`src/rtl/tube_pkg.sv`:
```
`default_nettype none
// ============================================================================
// Module  : tube_pkg
// Brief   : Shared widths, state codes and reset constants for the tube scanner.
// Revision: 1.0 - initial release
// ============================================================================
package tube_pkg;

    localparam int DIGIT_W    = 4;
    localparam int NUM_DIGITS = 4;
    localparam int DIG_W      = 2;

    localparam logic [DIGIT_W-1:0]    AUX_EMPTY      = 4'h0;
    localparam logic [NUM_DIGITS-1:0] AUX_RESET_MASK = 4'hF;

    typedef logic [0:0] tube_state_t;
    localparam tube_state_t ST_SHOW  = 1'b0;
    localparam tube_state_t ST_BLANK = 1'b1;

endpackage : tube_pkg
`default_nettype wire

```
`src/rtl/tube_slot_timer.sv`:
```
`default_nettype none
// ============================================================================
// Module  : tube_slot_timer
// Brief   : Slot counter and SHOW/BLANK sequencer; advances the scanned digit.
// Revision: 1.0 - initial release
// ============================================================================
module tube_slot_timer
    import tube_pkg::*;
#(
    parameter int PRESCALE     = 50000,
    parameter int BLANK_CYCLES = 500
) (
    input  logic             clk,
    input  logic             reset,
    output tube_state_t      state_o,
    output logic [DIG_W-1:0] dig_o,
    output logic             slotEnd_o,
    output logic             frameEnd_o
);

    localparam int CNT_W = (PRESCALE > 1) ? $clog2(PRESCALE) : 1;
    localparam logic [CNT_W-1:0] SHOW_LAST  = CNT_W'(PRESCALE - BLANK_CYCLES - 1);
    localparam logic [CNT_W-1:0] BLANK_LAST = CNT_W'(BLANK_CYCLES - 1);

    logic [CNT_W-1:0] cnt_q, cnt_d;
    tube_state_t      state_q, state_d;
    logic [DIG_W-1:0] dig_q, dig_d;
    logic             slotEnd;

    always_comb begin
        slotEnd = (state_q == ST_SHOW) ? (cnt_q == SHOW_LAST) : (cnt_q == BLANK_LAST);
        cnt_d   = slotEnd ? '0 : cnt_q + 1'b1;
        state_d = state_q;
        dig_d   = dig_q;
        if (slotEnd) begin
            if (state_q == ST_SHOW) begin
                state_d = ST_BLANK;
            end else begin
                // Digit only moves while blanked, so a switch is never visible.
                state_d = ST_SHOW;
                dig_d   = dig_q + 1'b1;
            end
        end
    end

    always_ff @(posedge clk or posedge reset) begin
        if (reset) begin
            cnt_q   <= '0;
            state_q <= ST_BLANK;
            dig_q   <= DIG_W'(NUM_DIGITS - 1);
        end else begin
            cnt_q   <= cnt_d;
            state_q <= state_d;
            dig_q   <= dig_d;
        end
    end

    assign state_o    = state_q;
    assign dig_o      = dig_q;
    assign slotEnd_o  = slotEnd;
    assign frameEnd_o = slotEnd & (state_q == ST_BLANK) & (dig_q == DIG_W'(NUM_DIGITS - 1));

endmodule : tube_slot_timer
`default_nettype wire

```
`src/rtl/tube_scan_scheduler.sv`:
```
`default_nettype none
// ============================================================================
// Module  : tube_scan_scheduler
// Brief   : 4-digit tube scan with blanking gap and frame-synchronous double
//           buffered display data. Optional PWM dimming with TUBE_PWM_EN.
// Revision: 1.0 - initial release
// ============================================================================
module tube_scan_scheduler
    import tube_pkg::*;
#(
    parameter int PRESCALE     = 50000,
    parameter int BLANK_CYCLES = 500
) (
    input  logic                            clk,
    input  logic                            reset,
    input  logic                            wrValid,
    output logic                            wrReady,
    input  logic [NUM_DIGITS*DIGIT_W-1:0]   wrDigits,
    input  logic [NUM_DIGITS-1:0]           wrDots,
    input  logic [NUM_DIGITS-1:0]           wrAuxs,
`ifdef TUBE_PWM_EN
    input  logic [3:0]                      brightness,
`endif
    output logic [DIG_W-1:0]                dig,
    output logic [DIGIT_W-1:0]              dig1,
    output logic [DIGIT_W-1:0]              dig2,
    output logic [DIGIT_W-1:0]              dig3,
    output logic [DIGIT_W-1:0]              dig4,
    output logic [NUM_DIGITS-1:0]           dots,
    output logic [NUM_DIGITS-1:0]           auxs,
    output logic                            blank,
    output logic                            frameTick
);

    tube_state_t state;
    logic        slotEnd;
    logic        commit;
    logic        accept;

    tube_slot_timer #(
        .PRESCALE     (PRESCALE),
        .BLANK_CYCLES (BLANK_CYCLES)
    ) u_timer (
        .clk        (clk),
        .reset      (reset),
        .state_o    (state),
        .dig_o      (dig),
        .slotEnd_o  (slotEnd),
        .frameEnd_o (commit)
    );

    logic                          pend_q, pend_d;
    logic [NUM_DIGITS*DIGIT_W-1:0] pendDigits_q, pendDigits_d;
    logic [NUM_DIGITS-1:0]         pendDots_q, pendDots_d;
    logic [NUM_DIGITS-1:0]         pendAuxs_q, pendAuxs_d;
    logic [NUM_DIGITS*DIGIT_W-1:0] actDigits_q, actDigits_d;
    logic [NUM_DIGITS-1:0]         actDots_q, actDots_d;
    logic [NUM_DIGITS-1:0]         actAuxs_q, actAuxs_d;
    logic                          frameTick_q;

    assign accept = wrValid & ~pend_q;

    always_comb begin
        pendDigits_d = pendDigits_q;
        pendDots_d   = pendDots_q;
        pendAuxs_d   = pendAuxs_q;
        actDigits_d  = actDigits_q;
        actDots_d    = actDots_q;
        actAuxs_d    = actAuxs_q;
        pend_d       = pend_q;
        // A commit needs pend_q=1 and an accept needs pend_q=0, so they never collide.
        if (commit && pend_q) begin
            actDigits_d = pendDigits_q;
            actDots_d   = pendDots_q;
            actAuxs_d   = pendAuxs_q;
            pend_d      = 1'b0;
        end
        if (accept) begin
            pendDigits_d = wrDigits;
            pendDots_d   = wrDots;
            pendAuxs_d   = wrAuxs;
            pend_d       = 1'b1;
        end
    end

    always_ff @(posedge clk or posedge reset) begin
        if (reset) begin
            pend_q       <= 1'b0;
            pendDigits_q <= '0;
            pendDots_q   <= '0;
            pendAuxs_q   <= '0;
            actDigits_q  <= {NUM_DIGITS{AUX_EMPTY}};
            actDots_q    <= '0;
            actAuxs_q    <= AUX_RESET_MASK;
            frameTick_q  <= 1'b0;
        end else begin
            pend_q       <= pend_d;
            pendDigits_q <= pendDigits_d;
            pendDots_q   <= pendDots_d;
            pendAuxs_q   <= pendAuxs_d;
            actDigits_q  <= actDigits_d;
            actDots_q    <= actDots_d;
            actAuxs_q    <= actAuxs_d;
            frameTick_q  <= commit;
        end
    end

`ifdef TUBE_PWM_EN
    logic [3:0] brightReg_q;
    logic [3:0] pwmCnt_q;

    always_ff @(posedge clk or posedge reset) begin
        if (reset) begin
            brightReg_q <= 4'hF;
            pwmCnt_q    <= 4'h0;
        end else begin
            pwmCnt_q <= pwmCnt_q + 4'h1;
            if (commit) begin
                brightReg_q <= brightness;
            end
        end
    end

    assign blank = (state == ST_BLANK) | (pwmCnt_q > brightReg_q);
`else
    assign blank = (state == ST_BLANK);
`endif

    assign wrReady   = ~pend_q;
    assign dig1      = actDigits_q[DIGIT_W*0 +: DIGIT_W];
    assign dig2      = actDigits_q[DIGIT_W*1 +: DIGIT_W];
    assign dig3      = actDigits_q[DIGIT_W*2 +: DIGIT_W];
    assign dig4      = actDigits_q[DIGIT_W*3 +: DIGIT_W];
    assign dots      = actDots_q;
    assign auxs      = actAuxs_q;
    assign frameTick = frameTick_q;

    // slotEnd is consumed inside the timer; kept on the port list for observability.
    logic unused_slotEnd;
    assign unused_slotEnd = slotEnd;

endmodule : tube_scan_scheduler
`default_nettype wire

```
`config.mk`:
```
export PLATFORM = sky130hd
export DESIGN_NAME = tube_scan_scheduler
export DESIGN_NICKNAME = d
export VERILOG_FILES = /design/src/rtl/tube_pkg.sv /design/src/rtl/tube_slot_timer.sv /design/src/rtl/tube_scan_scheduler.sv
export SDC_FILE = /design/constraint.sdc
export NUM_CORES = 1
export LEC_CHECK = 0
export ABC_CLOCK_PERIOD_IN_PS = 4250
export BUFFER_PORTS_ARGS = -buffer_cell sky130_fd_sc_hd__buf_4
export CAP_MARGIN = 20
export CORE_AREA = 2 2 57 113
export DETAILED_ROUTE_END_ITERATION = 12
export DIE_AREA = 0 0 59 115
export PLACE_DENSITY_LB_ADDON = 0.12
export SLEW_MARGIN = 10
export SYNTH_ARGS = -nofsm -noshare
export SYNTH_HDL_FRONTEND = slang
export SYNTH_SLANG_ARGS = --single-unit
```
`constraint.sdc`:
```
create_clock -name clk -period 4.25 [get_ports clk]
set_input_delay 1.0625 -clock clk [delete_from_list [all_inputs] [get_ports clk]]
set_output_delay 1.0625 -clock clk [all_outputs]
set_load 0.005 [all_outputs]
```
==> qor.yml, run 1 <==
power:
  combPwrFrac_pct: 4.0
  p_sw_share_pct: 19.6
  p_seq_share_pct: 49.8
  leakagePower_nw: 1.73
  power_switching_mw: 0.275
  vdd_drop_max_mv: 0.332
  p_per_area_nw_per_um2: 394
  intPower_mw: 1.12
  pwr-share-clk_pct: 46.3
clock_network:
  cts_tree: "built"
  cts.sinks: 69
  ctsRootBufferMaster: "clkbuf_16"
  insertion_delay_ns: 0.32
  cts_setup_buffers: 0
  clockBufferDepth: 2
  cts_max_level: 3
  post_cts_resize_count: 0
  ctsHoldBuffers: 0
  clkTransAtPathRegs_ns: 0.05
  numCtsBuffers: 9
synthesis:
  synth_mux_area_share_pct: 19.8
  synth_compound_area_share_pct: 1.16
  synthCells: 199
  synthArstFlopShare_pct: 100
  seq_area_frac_synth_pct: 62.1
  synthXorXnorAreaFrac_pct: 4.08
  synth_flop_cell: "dfrtp_1"
  ys_types: 28
  yosys_warnings: 0
  synth_edf_count: 0
  syn_area_um2: 2790
  synth_nets: 228
  synth-simple-area-share_pct: 10.1
  synth_adder_area_share_pct: 0.896
  ys_ff_latch: 69
  avgSynthCellArea_um2: 14.0
  synth_top_family_by_area: "multiplexers"
floorplan:
  dieWidth_um: 59
  dieHeight_um: 115
  floorplan.initialDensity_pct: 47.3
  rows: 40
  num_io_pins: 56
  core_um2: 5910
  die_area_um2: 6790
timing:
  fin_setup_tns_ns: 0
  max-slew-margin-rel_pct: 38.1
  period_minus_slack_ns: 2.42
  rsz0062_at_grt: "false"
  setup_viol: 0
  fmax_ghz: 0.414
  finClkSkew_ns: 0.00475
  final_max_slew_viol_count: 0
  period_share_pct: 56.8
  whs_ns: 0.480
  tightest_slew_ns: 0.927
  hold_viol_final: 0
global_routing:
  grtUsageTotal_pct: 16.9
  antenna_found_initial: 0
  grt_pass1_vias: 1834
  grt_pass1_wl_um: 8540
  grt_max_degree: 47
  overflow: 0
cells_and_area:
  area_growth_pct: 27.2
  layout.nets: 291
  regArea_um2: 1740
  multi_input_area_um2: 1010
  num-fill-cells: 507
  antenna_cells: 0
  drive_gt1_share_pct: 49.6
routing:
  vias_per_cell: 5.26
  num_vias: 1731
  wl_um: 4860
  ant_nets: 0
  drc: 0
  drt-wirelength-per-cell_um: 14.8
  drt-initial-drc-count: 87
  first_pass_iters: 4
status:
  outcome: "complete, no violations"
setup_path:
  path_buf_inv: 1
  cp.required_ns: 4.45
  slowest_stage: "nor3_4"
  crit_fanout: 15
  worstSetupEndpointType: "flop"
  slowest_delay_ns: 0.65
  cp_top_family: "simple AND/OR/NAND/NOR gates"
  critPathArrivalTime_ns: 2.62
  start_kind: "flop"
  path_cells: "ha_1 -> and4bb_2 -> nand4_1 -> nor3_4 -> buf_16 -> mux2_2"
  criticalPathCategory: "reg -> reg"
worst_hold_path:
  min_path_type: "reg -> reg"
placement:
  routabilityCongestion: 0.758
  dp_hpwl_um: 3430
  io_buffers: 55
job:
  maxCapViolCount: 0
==> synth_stat cells, drive strengths merged (3+ instances only) <==
library cell | count | area, um^2
inv | 4 | 15.0
nor2 | 14 | 52.6
nand3 | 8 | 40.0
nand2 | 5 | 18.8
dfrtp | 62 | 1550
clkbuf | 4 | 15.0
nand4 | 3 | 18.8
xnor2 | 6 | 52.6
nor2b | 3 | 18.8
or4 | 3 | 26.3
a21oi | 3 | 15.0
mux2 | 49 | 552
xor2 | 7 | 61.3
nor3 | 3 | 26.3
dfstp | 7 | 184
and3 | 3 | 18.8
==> kinds of logic (layout without fill, tap and decap cells) <==
kind of cell,count (synthesis),count (layout)
XOR/XNOR,13,13
adder cells (fa/ha/maj),2,2
flip-flops,69,69
AO/OA/AOI/OAI,6,6
AND/OR/NAND/NOR,50,50
multiplexers,49,49
buffers and inverters,10,77
==> cell type report <==
cell class,count,area share (%)
flip-flops and latches,69,48.9
multi-input cells,120,28.4
inverters,4,0.423
clock buffers,13,7.04
well taps,63,2.22
clock inverters,2,0.282
repair buffers,58,12.8
==> final timing paths <==
check                                 start                to  slack (ns)  cells after the start
max                        u_timer.cnt_q[0]           dots[3]        1.83                      6
min                        u_timer.cnt_q[0]  u_timer.cnt_q[0]        0.48                      1
max reg2reg                u_timer.cnt_q[0]           dots[3]        1.83                      6
min reg2reg                u_timer.cnt_q[0]  u_timer.cnt_q[0]        0.48                      1
max in group asynchronous             reset           auxs[1]        2.40                      3
min in group asynchronous             reset     pendAuxs_q[2]        0.96                      2
==> registers in the layout, indices dropped and copies added, names as in the netlist <==
signal,count
auxs,4
pendDigits_q,16
frameTick,1
actDigits_q,16
u_timer.state_o,1
u_timer.cnt_q,16
pendDots_q,4
pend_q,1
u_timer.dig_o,2
dots,4
pendAuxs_q,4
==> power groups by stage <==
stage / clock network, mW / registers (mW) / logic (mW)
floorplan: 0 / 0.703 / 0.0328
finish: 0.647 / 0.696 / 0.0557
global placement: 0 / 0.705 / 0.0558
detailed placement: 0 / 0.707 / 0.0579
CTS: 0.667 / 0.696 / 0.0580
global route: 0.697 / 0.699 / 0.0634
==> through the flow <==
stage	area [um^2]	util [%]	std cells	setup slack, ns	total power [mW]
2_1_floorplan	2790	-	199	1.46	0.736
3_3_place_gp	3260	55.3	313	1.60	0.761
3_5_place_dp	3290	55.7	314	1.78	0.765
4_1_cts	3550	60.1	329	1.77	1.42
5_1_grt	3550	60.1	329	1.65	1.46
6_report	3550	60.1	329	1.83	1.40
==> metal layers <==
metal | GRT usage [%] | part of all wire [%] | wire (um) | vias up
met1 | 20.6 | 42 | 2050 | 854
met5 | 0 | 0 | 0 | -
li1 | - | - | - | 816
met3 | 6.07 | 6.2 | 301 | 7
met2 | 26.0 | 49 | 2400 | 54
met4 | 8.64 | 2.2 | 108 | 0
==> layout by cell type, fill, tap and decap left out, types with 2 or more instances in the layout <==
cell and instances:
nor2_1 14, nor4_1 2, nand3_1 8, clkinv_2 2
a21oi_1 3, o21ai_0 2, xor2_1 7, nand2b_1 2
mux2_2 49, nor3_1 2, dfrtp_1 62, and3_1 3
nand4_1 3, clkbuf_1 3, dfstp_2 7, inv_1 3
xnor2_1 6, nor2b_1 2, nand2_1 5, buf_4 57
or4_1 2, clkbuf_16 9, ha_1 2
Note: power is estimated with default switching activity, not from simulation.
==> run 2, diff against run 1 <==
--- a/config.mk
+++ b/config.mk
@@ -5,12 +5,13 @@
 export SDC_FILE = /design/constraint.sdc
 export NUM_CORES = 1
 export LEC_CHECK = 0
-export ABC_CLOCK_PERIOD_IN_PS = 4250
+export ABC_AREA = 1
+export ABC_CLOCK_PERIOD_IN_PS = 2300
 export BUFFER_PORTS_ARGS = -buffer_cell sky130_fd_sc_hd__buf_4
 export CAP_MARGIN = 20
-export CORE_AREA = 2 2 57 113
+export CORE_AREA = 2 2 61 120
 export DETAILED_ROUTE_END_ITERATION = 12
-export DIE_AREA = 0 0 59 115
+export DIE_AREA = 0 0 63 122
 export PLACE_DENSITY_LB_ADDON = 0.12
 export SLEW_MARGIN = 10
 export SYNTH_ARGS = -nofsm -noshare
==> constraint.sdc (replaced) <==
create_clock -name clk -period 2.3 [get_ports clk]
set_input_delay 0.575 -clock clk [delete_from_list [all_inputs] [get_ports clk]]
set_output_delay 0.575 -clock clk [all_outputs]
set_load 0.005 [all_outputs]
==> qor.yml, run 2 <==
routing:
  drt-initial-drc-count: 144  # +66%
  ant_nets: 0  # unchanged
  wl_um: 6670  # +37%
  num_vias: 2429  # +40%
  drt-wirelength-per-cell_um: 14.2  # -4.1%
  first_pass_iters: 5  # +1
  drc: 0  # unchanged
  vias_per_cell: 5.16  # -2.0%
placement:
  detailed_place.area_um2: 3640  # +10%
  io_buffers: 55  # unchanged
  dp_hpwl_um: 4530  # +32%
  routabilityCongestion: 0.860  # +13%
power:
  pwr-share-clk_pct: 51.8  # +5.5 points
  power_mw: 2.84  # +100%
  p_per_area_nw_per_um2: 716  # +82%
  vdd_drop_max_mv: 0.555  # +67%
  leakagePower_nw: 2.11  # +22%
  p_seq_share_pct: 44.8  # -5.0 points
  power_switching_mw: 0.549  # +100%
  intPower_mw: 2.29  # +100%
  p_sw_share_pct: 19.3  # -0.29 points
  combPwrFrac_pct: 3.4  # -0.6 points
clock_network:
  ctsRootBufferMaster: "clkbuf_16"
  cts_tree: "built"
  post_cts_resize_count: 0  # unchanged
  ctsHoldBuffers: 0  # unchanged
  insertion_delay_ns: 0.33  # about the same
  numCtsBuffers: 9  # unchanged
  cts.sinks: 69  # unchanged
  cts_max_level: 3  # unchanged
  clkTransAtPathRegs_ns: 0.06  # about the same
  clockBufferDepth: 2  # unchanged
  cts_setup_buffers: 0  # unchanged
cells_and_area:
  drive_gt1_share_pct: 31.2  # -18 points
  layout_commonest_cell: "nand2_1"
  largestRegisters: "actDigits_q x16, pendDigits_q x16, u_timer.cnt_q x16"
  final_util_pct: 58.0  # -2.2 points
  fin_area_um2: 3960  # +12%
  area_growth_pct: 25.6
  final_cell_mix: "nand2_1 (74), dfrtp_1 (62), buf_4 (59)"
  regArea_um2: 1740  # unchanged
  antenna_cells: 0  # unchanged
  num-fill-cells: 606  # +20%
  multi_input_area_um2: 1190  # +19%
  layout.nets: 405  # +39%
synthesis:
  synth_nets: 349  # +53%
  netlist_top_cells_area: "dfrtp_1 (49%), nand2_1 (8.8%), mux2_2 (8.6%)"
  ys_ff_latch: 69  # unchanged
  synth_top_area_cell: "dfrtp_1"
  syn_area_um2: 3160  # +13%
  synth_flop_cell: "dfrtp_1"
  ys_types: 31  # +11%
  synth_edf_count: 0  # unchanged
  seq_area_frac_synth_pct: 55.0  # -7.1 points
  yosys_warnings: 0  # unchanged
  avgSynthCellArea_um2: 9.86  # -30%
  yosysMostFrequentCell: "nand2_1"
  synth_top_area_share_pct: 49.2  # -6.4 points
  synthCells: 320  # +61%
  synthArstFlopShare_pct: 100  # unchanged
  synth_common_cells: "nand2_1 (74), dfrtp_1 (62), inv_1 (32), nand4_1 (31), mux2_2 (24)"
setup_path:
  path_cells: "ha_1 -> inv_1 -> nor2_1 -> nand3_1 -> nor2_4 -> nand3_4 -> nor2_8 -> nand4_1 -> nand2_1"
  crit_fanout: 27  # +12
  path_buf_inv: 1  # unchanged
  slowest_stage: "dfrtp_1"
  start_kind: "flop"
  worstSetupEndpointType: "flop"
  r2r_slack_ns: 0.31  # -1.53 ns
  cp_top_family: "simple AND/OR/NAND/NOR gates"
  critPathArrivalTime_ns: 2.26  # -0.36 ns
  criticalPathCategory: "reg -> reg"
  cp.required_ns: 2.57  # -1.88 ns
  slowest_delay_ns: 0.39  # -0.26 ns
floorplan:
  die_area_um2: 7690  # +13%
  rows: 43  # +7.5%
  floorplan.initialDensity_pct: 46.2  # -1.1 points
  num_io_pins: 56  # unchanged
  dieHeight_um: 122  # +6.1%
  core_um2: 6830  # +16%
  dieWidth_um: 63  # +6.8%
worst_hold_path:
  min_path_type: "in -> async"
timing:
  fin_setup_tns_ns: 0  # unchanged
  finClkSkew_ns: 0.00594  # +0.00119 ns
  period_minus_slack_ns: 1.99  # -0.422 ns
  tightest_slew_ns: 0.407  # -0.520 ns
  period_share_pct: 86.7  # +30 points
  setup_viol: 0  # unchanged
  hold_viol_final: 0  # unchanged
  rsz0062_at_grt: "false"
  fmax_ghz: 0.502  # +21%
  final_max_slew_viol_count: 0  # unchanged
  max-slew-margin-rel_pct: 72.8  # +35 points
status:
  outcome: "complete, no violations"
global_routing:
  antenna_found_initial: 0  # unchanged
  grtUsageTotal_pct: 19.3  # +2.4 points
  overflow: 0  # unchanged
  grt_max_degree: 70  # +49%
  grt_pass1_wl_um: 11500  # +35%
  grt_pass1_vias: 2395  # +31%
job:
  maxCapViolCount: 0  # unchanged
## run 2: cell types whose count changed after synthesis, sizes merged, moves of 2 or more
cell	delta
nand3	+10
and3	-3
buf	+10
xor2	-2
nand4	+29
mux2	-25
inv	+30
xnor2	-5
o21ai	+8
nand2	+72
nand2b	-2
nor2	+9
nor2b	-3
or4	-3
## run 2: power by group through the flow
stage / registers [mW] / clock network, mW / logic, mW
2_1_floorplan: 1.29 / 0 / 0.0495
3_3_place_gp: 1.29 / 0 / 0.0964
3_5_place_dp: 1.29 / 0 / 0.0993
4_1_cts: 1.27 / 1.51 / 0.0995
5_1_grt: 1.27 / 1.56 / 0.108
6_report: 1.27 / 1.47 / 0.0957
## run 2: area by class of cell
cell class              count  area share, %
repair buffers             60           11.7
flip-flops and latches     69           43.8
clock buffers              11           6.13
clock inverters             5           2.12
well taps                  90           2.84
inverters                  34           3.32
multi-input cells         202           30.1
## run 2: cells by family after synthesis
| family | synth area share (%) |
|---|---|
| fa+ha+maj | 0.793 |
| simple gates | 24.5 |
| xor+xnor | 1.67 |
| buf+inv | 7.18 |
| compound gates | 2.34 |
| flops | 55.0 |
| mux | 8.56 |
## run 2: final timing paths
| check | endpoint | from | cells after the start |
|---|---|---|---|
| worst max-delay path | dots[1] | u_timer.cnt_q[0] | 9 |
| worst min-delay path | u_timer.cnt_q[11] | reset | 3 |
| worst max register to register | dots[1] | u_timer.cnt_q[0] | 9 |
| worst min register to register | auxs[0] | auxs[0] | 2 |
| max in group asynchronous | u_timer.dig_o[0] | reset | 3 |
| min in group clk | auxs[0] | auxs[0] | 2 |
## run 2: metrics by stage
| step | hold slack (ns) | std cells | setup slack [ns] |
|---|---|---|---|
| 6_report | 0.337 | 471 | 0.306 |
| 4_1_cts | 0.345 | 471 | 0.289 |
| 2_1_floorplan | 0.451 | 320 | 0.681 |
| 3_5_place_dp | 0.457 | 455 | 0.299 |
| 3_3_place_gp | 0.452 | 455 | 0.432 |
| 5_1_grt | 0.375 | 471 | 0.0950 |
## run 2: routing by layer
layer	wire, um	share of wire [%]	vias to the layer above	track usage, %
met1	2910	44	1154	25.5
met4	129	1.9	0	10.1
met5	0	0	-	0
met3	448	6.7	11	4.71
met2	3180	48	88	29.2
li1	-	-	1176	-
## run 2: worst min-delay path, cell delays in order
cell        delay [ns]
buf_4             0.12
clkinvlp_4        0.07
buf_12            0.30
==> run 3, diff against run 2 <==
--- a/config.mk
+++ b/config.mk
@@ -9,9 +9,12 @@
 export ABC_CLOCK_PERIOD_IN_PS = 2300
 export BUFFER_PORTS_ARGS = -buffer_cell sky130_fd_sc_hd__buf_4
 export CAP_MARGIN = 20
-export CORE_AREA = 2 2 61 120
+export CELL_PAD_IN_SITES_DETAIL_PLACEMENT = 1
+export CELL_PAD_IN_SITES_GLOBAL_PLACEMENT = 2
+export CORE_AREA = 2 2 72 142
+export CTS_CLUSTER_DIAMETER = 30
 export DETAILED_ROUTE_END_ITERATION = 12
-export DIE_AREA = 0 0 63 122
+export DIE_AREA = 0 0 74 144
 export PLACE_DENSITY_LB_ADDON = 0.12
 export SLEW_MARGIN = 10
 export SYNTH_ARGS = -nofsm -noshare
==> qor.yml, run 3 (same netlist as run 2, synthesis figures left out) <==
timing:
  hold_viol_final: 0  # unchanged
  final_max_slew_viol_count: 0  # unchanged
  tightest_slew_ns: 0.419  # +0.0119 ns
  finClkSkew_ns: 0.00689  # +0.000947 ns
  setup_viol: 0  # unchanged
  period_minus_slack_ns: 1.96  # -0.0371 ns
  fin_setup_tns_ns: 0  # unchanged
  fmax_ghz: 0.511  # +1.9%
  period_share_pct: 85.1  # -1.6 points
  postLayoutSetupSlackWorst_ns: 0.343  # +0.0371 ns
  whs_ns: 0.333  # -0.00395 ns
  rsz0062_at_grt: "false"
  max-slew-margin-rel_pct: 72.0  # -0.79 points
floorplan:
  dieHeight_um: 144  # +18%
  floorplan.initialDensity_pct: 32.7  # -13 points
  rows: 51  # +19%
  num_io_pins: 56  # unchanged
  dieWidth_um: 74  # +17%
  core_um2: 9640  # +41%
  die_area_um2: 10700  # +39%
worst_hold_path:
  min_path_type: "in -> async"
cells_and_area:
  antenna_cells: 0  # unchanged
  area_growth_pct: 27.0
  fin_area_um2: 4010  # +1.1%
  regArea_um2: 1740  # unchanged
  drive_gt1_share_pct: 31.6  # +0.36 points
  final_cell_mix: "nand2_1 (74), dfrtp_1 (62), buf_4 (61)"
  layout.nets: 407  # +0.49%
  multi_input_area_um2: 1190  # unchanged
  num-fill-cells: 1107  # +83%
  largestRegisters: "actDigits_q x16, pendDigits_q x16, u_timer.cnt_q x16"
  layout_commonest_cell: "nand2_1"
placement:
  detailed_place.area_um2: 3700  # +1.9%
  dp_slack_ns: 0.325  # +0.0263 ns
  io_buffers: 55  # unchanged
  routabilityCongestion: 0.789  # -8.3%
  dp_hpwl_um: 6030  # +33%
global_routing:
  antenna_found_initial: 0  # unchanged
  grtUsageTotal_pct: 17.5  # -1.8 points
  grt_max_degree: 70  # unchanged
  grt_pass1_vias: 2776  # +16%
  grt_pass1_wl_um: 13800  # +20%
  overflow: 0  # unchanged
clock_network:
  cts.sinks: 69  # unchanged
  cts_tree: "built"
  ctsRootBufferMaster: "clkbuf_16"
  cts_max_level: 3  # unchanged
  ctsHoldBuffers: 0  # unchanged
  clkTransAtPathRegs_ns: 0.06  # about the same
  insertion_delay_ns: 0.33  # about the same
  clockBufferDepth: 2  # unchanged
  post_cts_resize_count: 0  # unchanged
  numCtsBuffers: 9  # unchanged
  cts_setup_buffers: 0  # unchanged
routing:
  wl_um: 8370  # +25%
  drt-initial-drc-count: 47  # -67%
  drc: 0  # unchanged
  vias_per_cell: 4.77  # -7.5%
  num_vias: 2456  # +1.1%
  ant_nets: 0  # unchanged
  drt-wirelength-per-cell_um: 16.2  # +15%
  first_pass_iters: 4  # -1
job:
  maxCapViolCount: 0  # unchanged
setup_path:
  start_kind: "flop"
  regToRegStartpoint: "u_timer.cnt_q[0]"
  criticalPathCategory: "reg -> reg"
  rr_worst_depth: 10  # +1
  reg2reg_to: "actDigits_q[8]"
  worstSetupEndpointType: "flop"
  crit_fanout: 24  # -11%
  r2r_slack_ns: 0.34  # +0.04 ns
  critPathArrivalTime_ns: 2.17  # -0.09 ns
  cp.required_ns: 2.51  # -0.06 ns
status:
  outcome: "complete, no violations"
power:
  p_per_area_nw_per_um2: 687  # -4.0%
  power_mw: 2.75  # -3.0%
  vdd_drop_max_mv: 0.514  # -7.3%
  leakagePower_nw: 2.11  # about the same
[run 3: cell count changes in the layout (fill, tap and decap cells not counted), sizes merged]
cell / delta
buf: +2
clkinvlp: -1
clkinv: +2
bufinv: -1
[run 3: critical path, cell delays in order (launching register included)]
cell and delay (ns):
dfrtp_1 0.38, ha_1 0.24, inv_1 0.05, nor2_1 0.11, nand3_1 0.13, nor2_4 0.14, nand2_2 0.09, nor2_4 0.12
nand4_4 0.33, nand2_1 0.17, nand2_1 0.06
[run 3: how the worst max path moves through the flow]
stage	startpoint	end	slack (ns)
global route	u_timer.cnt_q[0]	actDigits_q[12]	0.07
CTS	u_timer.cnt_q[0]	actDigits_q[8]	0.30
global placement	u_timer.cnt_q[5]	actDigits_q[13]	0.37
floorplan	u_timer.state_o	dots[3]	0.68
finish	u_timer.cnt_q[0]	actDigits_q[8]	0.34
detailed placement	u_timer.cnt_q[0]	actDigits_q[8]	0.33
[run 3: metrics by stage]
stage | utilization (%) | cells
2_1_floorplan | - | 320
3_3_place_gp | 38.4 | 499
3_5_place_dp | 38.4 | 499
4_1_cts | 41.6 | 515
5_1_grt | 41.6 | 515
6_report | 41.6 | 515
[run 3: power by group]
| group | internal, mW | switching (mW) |
|---|---|---|
| combinational | 0.0572 | 0.0387 |
| sequential | 1.25 | 0.0180 |
| clock | 0.871 | 0.517 |
[run 3: final cells by class]
| type | count | area share (%) |
|---|---|---|
| flip-flops and latches | 69 | 43.3 |
| clock buffers | 11 | 6.06 |
| inverters | 34 | 3.28 |
| clock inverters | 5 | 1.50 |
| multi-input cells | 202 | 29.8 |
| repair buffers | 62 | 11.9 |
| well taps | 132 | 4.12 |
[run 3: metal layers]
metal | GRT usage (%) | wire length, um | vias to the layer above
met5 | 0 | 0 | -
met4 | 8.90 | 242 | 0
met3 | 3.90 | 261 | 12
met2 | 32.6 | 4940 | 44
met1 | 17.3 | 2920 | 1232
li1 | - | - | 1168
